File: config.mk
export PLATFORM = sky130hd
export DESIGN_NAME = gate_bist_ctrl_flat
export DESIGN_NICKNAME = d
export VERILOG_FILES = /design/src/rtl/gate_bist_ctrl_if.sv /design/src/rtl/gate_bist_ctrl.sv /design/src/flat_wrapper.sv
export SDC_FILE = /design/constraint.sdc
export NUM_CORES = 1
export LEC_CHECK = 0
export ABC_AREA = 1
export ABC_CLOCK_PERIOD_IN_PS = 2080
export CELL_PAD_IN_SITES_DETAIL_PLACEMENT = 2
export CELL_PAD_IN_SITES_GLOBAL_PLACEMENT = 2
export CORE_AREA = 2 2 76 150
export DETAILED_ROUTE_END_ITERATION = 10
export DIE_AREA = 0 0 78 152
export GPL_ROUTABILITY_DRIVEN = 0
export HOLD_SLACK_MARGIN = 0.15
export PLACE_DENSITY_LB_ADDON = 0.1
export SYNTH_ARGS = -nofsm -noshare
export SYNTH_HDL_FRONTEND = slang
export SYNTH_SLANG_ARGS = --single-unit
export TNS_END_PERCENT = 1
File: constraint.sdc
create_clock -name clk -period 2.08 [get_ports clk]
set_input_delay 0.208 -clock clk [delete_from_list [all_inputs] [get_ports clk]]
set_output_delay 0.208 -clock clk [all_outputs]
set_load 0.03 [all_outputs]
File: src/rtl/gate_bist_ctrl_if.sv
// gate_bist_ctrl_if: control, vector and response bundle between a BIST driver and gate_bist_ctrl.
interface gate_bist_ctrl_if;
    logic        start;
    logic        abort;
    logic [13:0] dut_in;
    logic [9:0]  dut_out;
    logic        busy;
    logic        done;
    logic        pass;
    logic [9:0]  signature;
    logic [15:0] pat_cnt;
    modport master (
        output start, abort, dut_out,
        input  dut_in, busy, done, pass, signature, pat_cnt
    );
    modport slave (
        input  start, abort, dut_out,
        output dut_in, busy, done, pass, signature, pat_cnt
    );
endinterface

File: src/rtl/gate_bist_ctrl.sv
// gate_bist_ctrl: LFSR vector source and MISR response compactor around a 14-in/10-out gate model.
module gate_bist_ctrl #(
    parameter int          NUM_PAT   = 256,
    parameter int          SETTLE    = 2,
    parameter logic [13:0] LFSR_SEED = 14'h0001,
    parameter logic [9:0]  MISR_SEED = 10'h000,
    parameter logic [9:0]  GOLDEN    = 10'h000
) (
    input logic              clk,
    input logic              rst_n,
    gate_bist_ctrl_if.slave  bus
);
    localparam logic [2:0] S_IDLE    = 3'd0;
    localparam logic [2:0] S_APPLY   = 3'd1;
    localparam logic [2:0] S_CAPTURE = 3'd2;
    localparam logic [2:0] S_CHECK   = 3'd3;
    localparam logic [2:0] S_DONE    = 3'd4;
    localparam logic [15:0] SETTLE_LAST = 16'(SETTLE - 1);
    localparam logic [15:0] PAT_LAST    = 16'(NUM_PAT - 1);

    logic [2:0]  r_state;
    logic [15:0] r_settle;
    logic [13:0] r_lfsr;
    logic [9:0]  r_misr;
    logic [15:0] r_cnt;
    logic        r_done;
    logic        r_pass;
    logic [13:0] w_lfsr_nxt;
    logic [9:0]  w_misr_nxt;

    assign w_lfsr_nxt = {r_lfsr[12:0], r_lfsr[13] ^ r_lfsr[12] ^ r_lfsr[11] ^ r_lfsr[1]};
    // Shift with feedback into bit 0, then fold the whole response word in.
    assign w_misr_nxt = {r_misr[8:0], r_misr[9] ^ r_misr[6]} ^ bus.dut_out;

    always_ff @(posedge clk or negedge rst_n) begin
        if (!rst_n) begin
            r_state  <= S_IDLE;
            r_settle <= '0;
            r_lfsr   <= '0;
            r_misr   <= '0;
            r_cnt    <= '0;
            r_done   <= 1'b0;
            r_pass   <= 1'b0;
        end else if (bus.abort) begin
            r_state <= S_IDLE;
            r_done  <= 1'b0;
            r_pass  <= 1'b0;
        end else begin
            case (r_state)
                S_IDLE, S_DONE: if (bus.start) begin
                    r_state  <= S_APPLY;
                    r_lfsr   <= LFSR_SEED;
                    r_misr   <= MISR_SEED;
                    r_cnt    <= '0;
                    r_settle <= '0;
                    r_done   <= 1'b0;
                    r_pass   <= 1'b0;
                end
                S_APPLY: begin
                    r_state  <= (r_settle == SETTLE_LAST) ? S_CAPTURE : S_APPLY;
                    r_settle <= (r_settle == SETTLE_LAST) ? '0 : r_settle + 16'd1;
                end
                S_CAPTURE: begin
                    r_misr  <= w_misr_nxt;
                    r_lfsr  <= w_lfsr_nxt;
                    r_cnt   <= r_cnt + 16'd1;
                    r_state <= (r_cnt == PAT_LAST) ? S_CHECK : S_APPLY;
                end
                S_CHECK: begin
                    r_pass  <= (r_misr == GOLDEN);
                    r_done  <= 1'b1;
                    r_state <= S_DONE;
                end
                default: r_state <= S_IDLE;
            endcase
        end
    end

    assign bus.dut_in    = r_lfsr;
    assign bus.signature = r_misr;
    assign bus.pat_cnt   = r_cnt;
    assign bus.done      = r_done;
    assign bus.pass      = r_pass;
    assign bus.busy      = (r_state == S_APPLY) || (r_state == S_CAPTURE) || (r_state == S_CHECK);
endmodule
File: src/flat_wrapper.sv
// flat-port wrapper written by rule: the top's interface ports become plain ports
module gate_bist_ctrl_flat 
#(
    parameter int          NUM_PAT   = 256,
    parameter int          SETTLE    = 2,
    parameter logic [13:0] LFSR_SEED = 14'h0001,
    parameter logic [9:0]  MISR_SEED = 10'h000,
    parameter logic [9:0]  GOLDEN    = 10'h000
)
  (clk, rst_n, bus_start, bus_abort, bus_dut_out, bus_dut_in, bus_busy, bus_done, bus_pass, bus_signature, bus_pat_cnt);
  gate_bist_ctrl_if bus_i ();
  input logic clk;
  input logic rst_n;
  input wire logic [$bits(bus_i.start)-1:0] bus_start;
  input wire logic [$bits(bus_i.abort)-1:0] bus_abort;
  input wire logic [$bits(bus_i.dut_out)-1:0] bus_dut_out;
  output wire logic [$bits(bus_i.dut_in)-1:0] bus_dut_in;
  output wire logic [$bits(bus_i.busy)-1:0] bus_busy;
  output wire logic [$bits(bus_i.done)-1:0] bus_done;
  output wire logic [$bits(bus_i.pass)-1:0] bus_pass;
  output wire logic [$bits(bus_i.signature)-1:0] bus_signature;
  output wire logic [$bits(bus_i.pat_cnt)-1:0] bus_pat_cnt;
  assign bus_i.start = bus_start;
  assign bus_i.abort = bus_abort;
  assign bus_i.dut_out = bus_dut_out;
  assign bus_dut_in = bus_i.dut_in;
  assign bus_busy = bus_i.busy;
  assign bus_done = bus_i.done;
  assign bus_pass = bus_i.pass;
  assign bus_signature = bus_i.signature;
  assign bus_pat_cnt = bus_i.pat_cnt;
  gate_bist_ctrl #(.NUM_PAT(NUM_PAT), .SETTLE(SETTLE), .LFSR_SEED(LFSR_SEED), .MISR_SEED(MISR_SEED), .GOLDEN(GOLDEN)) u_core (.clk(clk), .rst_n(rst_n), .bus(bus_i));
endmodule
==> results of run 1 <==
[cells by family (layout without fill, tap and decap cells)]
| logic type | after synthesis | count (layout) | synth area share [%] |
|---|---|---|---|
| flops | 61 | 61 | 45.42 |
| xor+xnor | 15 | 15 | 3.909 |
| fa+ha+maj | 3 | 3 | 1.117 |
| buf+inv | 70 | 139 | 8.637 |
| simple gates | 257 | 257 | 33.25 |
| compound gates | 47 | 47 | 7.669 |
[stage by stage]
stage / instances / power (mW)
2_1_floorplan: 453 / 1.423
3_3_place_gp: 646 / 1.550
3_5_place_dp: 646 / 1.565
4_1_cts: 662 / 2.961
5_1_grt: 662 / 3.030
6_report: 662 / 2.907
[layer usage]
| metal | up-vias | global-route usage, % | part of all wire (%) |
|---|---|---|---|
| met5 | - | 0 | 0 |
| met4 | 0 | 8.187 | 2.4 |
| met3 | 17 | 3.444 | 2.5 |
| met2 | 41 | 43.92 | 61 |
| met1 | 1729 | 20.33 | 34 |
| li1 | 1595 | - | - |
[sequential cells by signal, indices dropped and copies added, names as in the netlist]
signal / count
u_core.bus.dut_in: 14
u_core.bus.pass: 1
u_core.r_state: 3
u_core.bus.signature: 10
u_core.bus.pat_cnt: 16
u_core.bus.done: 1
u_core.r_settle: 16
[synthesized netlist by cell type (all sizes together)]
cell	count	area [sq um]
a21oi	10	53.80
ha	3	37.54
xor2	7	61.31
and2	1	6.260
nor3	2	15.01
nand4	25	156.4
o21ai	25	128.9
buf	9	58.80
dfrtp	61	1526
o22ai	12	75.07
nor4	3	18.77
nor2	62	251.5
clkbuf	3	11.26
nand2	123	464.2
inv	58	220.2
nand3	41	205.2
xnor2	8	70.07
[cell type report]
class | instances | share of cell area [%]
clock buffers | 11 | 5.527
well taps | 140 | 3.989
clock inverters | 4 | 0.5698
inverters | 58 | 5.014
flip-flops and latches | 61 | 34.76
repair buffers | 66 | 14.99
multi-input cells | 322 | 35.16
[path summary, 6_finish.rpt]
kind / startpoint / end / slack, ns / cells past startpoint
setup / recovery: u_core.r_state[1]$_DFFE_PN0P_ / bus_busy / 0.13 / 3
hold / removal: rst_n / u_core.r_settle[9]$_DFFE_PN0P_ / 0.43 / 3
setup reg to reg: u_core.r_state[1]$_DFFE_PN0P_ / u_core.bus.dut_in[8]$_DFFE_PN0P_ / 0.32 / 7
hold reg to reg: u_core.bus.done$_DFFE_PN0P_ / u_core.bus.done$_DFFE_PN0P_ / 0.48 / 2
max in group asynchronous: rst_n / u_core.bus.signature[2]$_DFFE_PN0P_ / 1.35 / 3
min in group clk: u_core.bus.done$_DFFE_PN0P_ / u_core.bus.done$_DFFE_PN0P_ / 0.48 / 2
[worst max-delay path, stage by stage (launching register included)]
cell	delay, ns
dfrtp_1	0.49
nor2_2	0.12
nor2_1	0.12
clkdlybuf4s50_1	0.68
[report_power, final]
part           internal (mW)  leakage, nW  switching [mW]  total [mW]
registers               1.20        0.845          0.0243        1.23
logic                  0.104         1.04           0.208       0.312
clock network          0.827        0.127           0.540        1.37
[what timing repair did]
action | in CTS | in global routing
endpoints found under the hold margin | 61 | 0
hold buffers | 1 | 0
gates resized for setup | 0 | 0
==> impl_metrics.env, run 1 <==
export IMPL_outcome="finished clean"
export IMPL_vias=3382
export IMPL_fin_crit_ns=1.947
export IMPL_post_dp_cell_area_sq_um=4114
export IMPL_crit_fanout=6
export IMPL_min_path_type="primary input to asynchronous set/reset pin"
export IMPL_drt_iter0_markers=74
export IMPL_setup_viol=0
export IMPL_grt_max_degree=62
export IMPL_cts_sinks=61
export IMPL_clk_latency_ns=0.33
export IMPL_layout_cells_most_common="nand2_1"
export IMPL_drtPass1Iterations=4
export IMPL_via_per_inst=5.109
export IMPL_ys_seq_area_share_pct=45.42
export IMPL_grt_pass1_vias=3942
export IMPL_hold_viol_final=0
export IMPL_cellPowerDensity_nw_per_um2=662.0
export IMPL_setup_slack_ns=0.1327
export IMPL_relSlewSlack_pct=73.67
export IMPL_whs_ns=0.4347
export IMPL_layout_common_cells="nand2_1, dfrtp_1, nor2_1, inv_1, clkdlybuf4s50_1"
export IMPL_start_util_pct=31.09
export IMPL_overflow=0
export IMPL_cp_end_kind="primary output"
export IMPL_nets=535
export IMPL_fmax_ghz=0.5135
export IMPL_grt_usage_pct=21.53
export IMPL_io_pins=57
export IMPL_drv_cap=0
export IMPL_crit_arrival_ns=1.74
export IMPL_synth_seq_cells=61
export IMPL_cts_setup_buffers=0
export IMPL_final_setup_skew_ns=0.005424
export IMPL_clock_path_buffers=2
export IMPL_port_buffer_count=56
export IMPL_synth_cell_types=28
export IMPL_rsz0062_at_grt="no"
export IMPL_ant_nets=0
export IMPL_die_h_microns=152
export IMPL_fin_crit_sh_pct=93.62
export IMPL_grt_pass1_wl_microns=19860
export IMPL_dieArea_sq_um=11860
export IMPL_core_area_sq_um=10810
export IMPL_slew_violations=0
export IMPL_place_hpwl_microns=9158
export IMPL_multi_input_area_sq_um=1544
export IMPL_syn_inst=453
export IMPL_p_leak_nw=2.010
export IMPL_preCtsSetupSlack_ns=0.2125
export IMPL_antenna_found_initial=0
export IMPL_syn2layout_area_growth_pct=30.68
export IMPL_syn_area_sq_um=3361
export IMPL_criticalPathCategory="register to primary output"
export IMPL_tightest_slew_ns=0.3935
export IMPL_ir_worst_vdd_mv=0.3830
export IMPL_fin_area_sq_um=4392
export IMPL_cp_required_ns=1.87
export IMPL_floorplan_rows=54
export IMPL_n_fill_cell=1305
export IMPL_syn_nets=470
export IMPL_n_antenna_cell=0
export IMPL_die_w_microns=78
export IMPL_register_area_sq_um=1526
export IMPL_htreeDepth=3
export IMPL_yosys_warnings=0
export IMPL_path_clk_slew_ns=0.05
export IMPL_drcViolationCount=0
export IMPL_fin_util_pct=40.63
export IMPL_cts_buffers=9
export IMPL_setup_tns_ns=0
export IMPL_cts_root_buf="clkbuf_16"
export IMPL_critPathLaunchType="register"
export IMPL_drive_gt1_share_pct=6.130
export IMPL_cts_tree="yes"
export IMPL_avgSynthCellArea_sq_um=7.419
export IMPL_wl_per_cell_microns=17.99
export IMPL_routed_wl_microns=11910
No activity file was read; power rests on OpenSTA's default activity.
==> inputs of run 2 (changes only) <==
Settings changed: MAX_ROUTING_LAYER from default to met4, SKIP_LAST_GASP from default to 1.
==> run 2 against run 1 <==
  * Global-route usage grew 0.62 points
  * Sequential share of layout area is the same
  * Clock skew grew 0.00069 ns
  * Combinational power is essentially flat
  * Final area is the same
  * Sequential power is essentially flat
  * First-iteration DRC count grew 12%
==> impl_metrics.env, run 2 (synthesized netlist as in run 1, its figures left out) <==
export IMPL_outcome="finished clean"
export IMPL_drive_gt1_share_pct=6.130
export IMPL_critical_path_top_delay_family="buffers and inverters"
export IMPL_slew_violations=0
export IMPL_critPathLaunchType="register"
export IMPL_cp_required_ns=1.87
export IMPL_antenna_found_initial=0
export IMPL_criticalPathCategory="register to primary output"
export IMPL_cts_sinks=61
export IMPL_post_dp_cell_area_sq_um=4114
export IMPL_start_util_pct=31.09
export IMPL_use_met2_pct=43.84
export IMPL_critPathBufInv=1
export IMPL_crit_fanout=6
export IMPL_grt_usage_pct=22.16
export IMPL_drcViolationCount=0
export IMPL_setup_slack_ns=0.1260
export IMPL_crit_slowest_cell="clkdlybuf4s50_1"
export IMPL_nets=535
export IMPL_gr_usage_met3_pct=2.910
export IMPL_drtPass1Iterations=4
export IMPL_layout_cells_most_common="nand2_1"
export IMPL_pwr_share_clk_pct=47.1
export IMPL_clk_latency_ns=0.33
export IMPL_preCtsSetupSlack_ns=0.2125
export IMPL_floorplan_rows=54
export IMPL_fin_area_sq_um=4392
export IMPL_r2r_start="u_core.r_state[1]$_DFFE_PN0P_"
export IMPL_hold_viol_final=0
export IMPL_swShare_pct=26.58
export IMPL_ir_worst_vdd_mv=0.3835
export IMPL_setup_viol=0
export IMPL_fmax_ghz=0.5118
export IMPL_fin_crit_ns=1.954
export IMPL_grt_max_degree=62
export IMPL_crit_arrival_ns=1.75
export IMPL_place_hpwl_microns=9158
export IMPL_register_area_sq_um=1526
export IMPL_port_buffer_count=56
export IMPL_min_path_type="primary input to asynchronous set/reset pin"
export IMPL_io_pins=57
export IMPL_n_antenna_cell=0
export IMPL_die_h_microns=152
export IMPL_rrSetupSlack_ns=0.32
export IMPL_fin_crit_sh_pct=93.94
export IMPL_clock_path_buffers=2
export IMPL_core_area_sq_um=10810
export IMPL_p_leak_nw=2.010
export IMPL_cts_root_buf="clkbuf_16"
export IMPL_reg2reg_to="u_core.bus.dut_in[8]$_DFFE_PN0P_"
export IMPL_grt_pass1_wl_microns=19840
export IMPL_cpPeakStageDelay_ns=0.68
export IMPL_cts_tree="yes"
export IMPL_cts_setup_buffers=0
export IMPL_syn2layout_area_growth_pct=30.68
export IMPL_cts_buffers=9
export IMPL_relSlewSlack_pct=74.24
export IMPL_crit_cells=3
export IMPL_p_switching_mw=0.7731
export IMPL_cellPowerDensity_nw_per_um2=662.2
export IMPL_dieArea_sq_um=11860
export IMPL_ctsHoldBuffers=1
export IMPL_vias=3362
export IMPL_wl_per_cell_microns=17.88
export IMPL_overflow=0
export IMPL_p_int_mw=2.135
export IMPL_rsz0062_at_grt="no"
export IMPL_seq_power_share_pct=42.2
export IMPL_cp_end_kind="primary output"
export IMPL_setup_tns_ns=0
export IMPL_ant_nets=0
export IMPL_grt_busiest_layer="met2"
export IMPL_routed_wl_microns=11840
export IMPL_ctsResizeCount=0
export IMPL_final_setup_skew_ns=0.006117
export IMPL_multi_input_area_sq_um=1544
export IMPL_crit_chain="nor2_2, nor2_1, clkdlybuf4s50_1"
export IMPL_grt_pass1_vias=3942
export IMPL_endpoint="bus_busy"
export IMPL_r2r_cells=7
export IMPL_gr_usage_met1_pct=20.75
export IMPL_combPwrFrac_pct=10.7
export IMPL_htreeDepth=3
export IMPL_drv_cap=0
export IMPL_layout_common_cells="nand2_1, dfrtp_1, nor2_1, inv_1, clkdlybuf4s50_1"
export IMPL_die_w_microns=78
export IMPL_report_power_total_mw=2.908
export IMPL_setup_worst_path_start="u_core.r_state[1]$_DFFE_PN0P_"
export IMPL_n_fill_cell=1305
export IMPL_drt_iter0_markers=83
export IMPL_tightest_slew_ns=0.3850
export IMPL_path_clk_slew_ns=0.05
export IMPL_via_per_inst=5.079
==> run 2: area by class of cell <==
| cell class | instances | area share [%] |
|---|---|---|
| Sequential cell | 61 | 34.76 |
| Timing Repair Buffer | 66 | 14.99 |
| Inverter | 58 | 5.014 |
| Multi-Input combinational cell | 322 | 35.16 |
| Tap cell | 140 | 3.989 |
| Clock buffer | 11 | 5.527 |
| Clock inverter | 4 | 0.5698 |
==> run 2: metrics by stage <==
stage               utilization, %  instances  hold WS (ns)
floorplan                        -        453      -0.08759
global placement             38.06        646        0.2561
detailed placement           38.06        646        0.2607
CTS                          40.63        662        0.4491
finish                       40.63        662        0.4355
global route                 40.63        662        0.4856
==> run 2: tightest hold or removal path, cell delays in order <==
cell and delay, ns:
dlygate4sd3_1 0.53, buf_2 0.13, buf_12 0.30
==> run 2: power groups by stage <==
stage | Sequential, mW | Combinational, mW | Clock (mW)
after floorplan | 1.25 | 0.169 | 0
after global placement | 1.25 | 0.303 | 0
after detailed placement | 1.25 | 0.316 | 0
after CTS | 1.23 | 0.322 | 1.41
after global routing | 1.23 | 0.348 | 1.46
final | 1.23 | 0.311 | 1.37
==> run 2: layer usage <==
metal	part of all wire, %	vias up
li1	-	1595
met1	34	1703
met2	62	46
met3	2.2	18
met4	2.4	0
met5	0	-
==> run 2: worst min-delay path by stage <==
| stage | slack [ns] | from | endpoint |
|---|---|---|---|
| 2_1_floorplan | -0.09 | rst_n | u_core.bus.done$_DFFE_PN0P_ |
| 3_3_place_gp | 0.26 | rst_n | u_core.r_settle[7]$_DFFE_PN0P_ |
| 3_5_place_dp | 0.26 | rst_n | u_core.r_settle[15]$_DFFE_PN0P_ |
| 4_1_cts | 0.45 | rst_n | u_core.r_settle[15]$_DFFE_PN0P_ |
| 5_1_grt | 0.49 | rst_n | u_core.r_settle[9]$_DFFE_PN0P_ |
| 6_report | 0.44 | rst_n | u_core.r_settle[9]$_DFFE_PN0P_ |
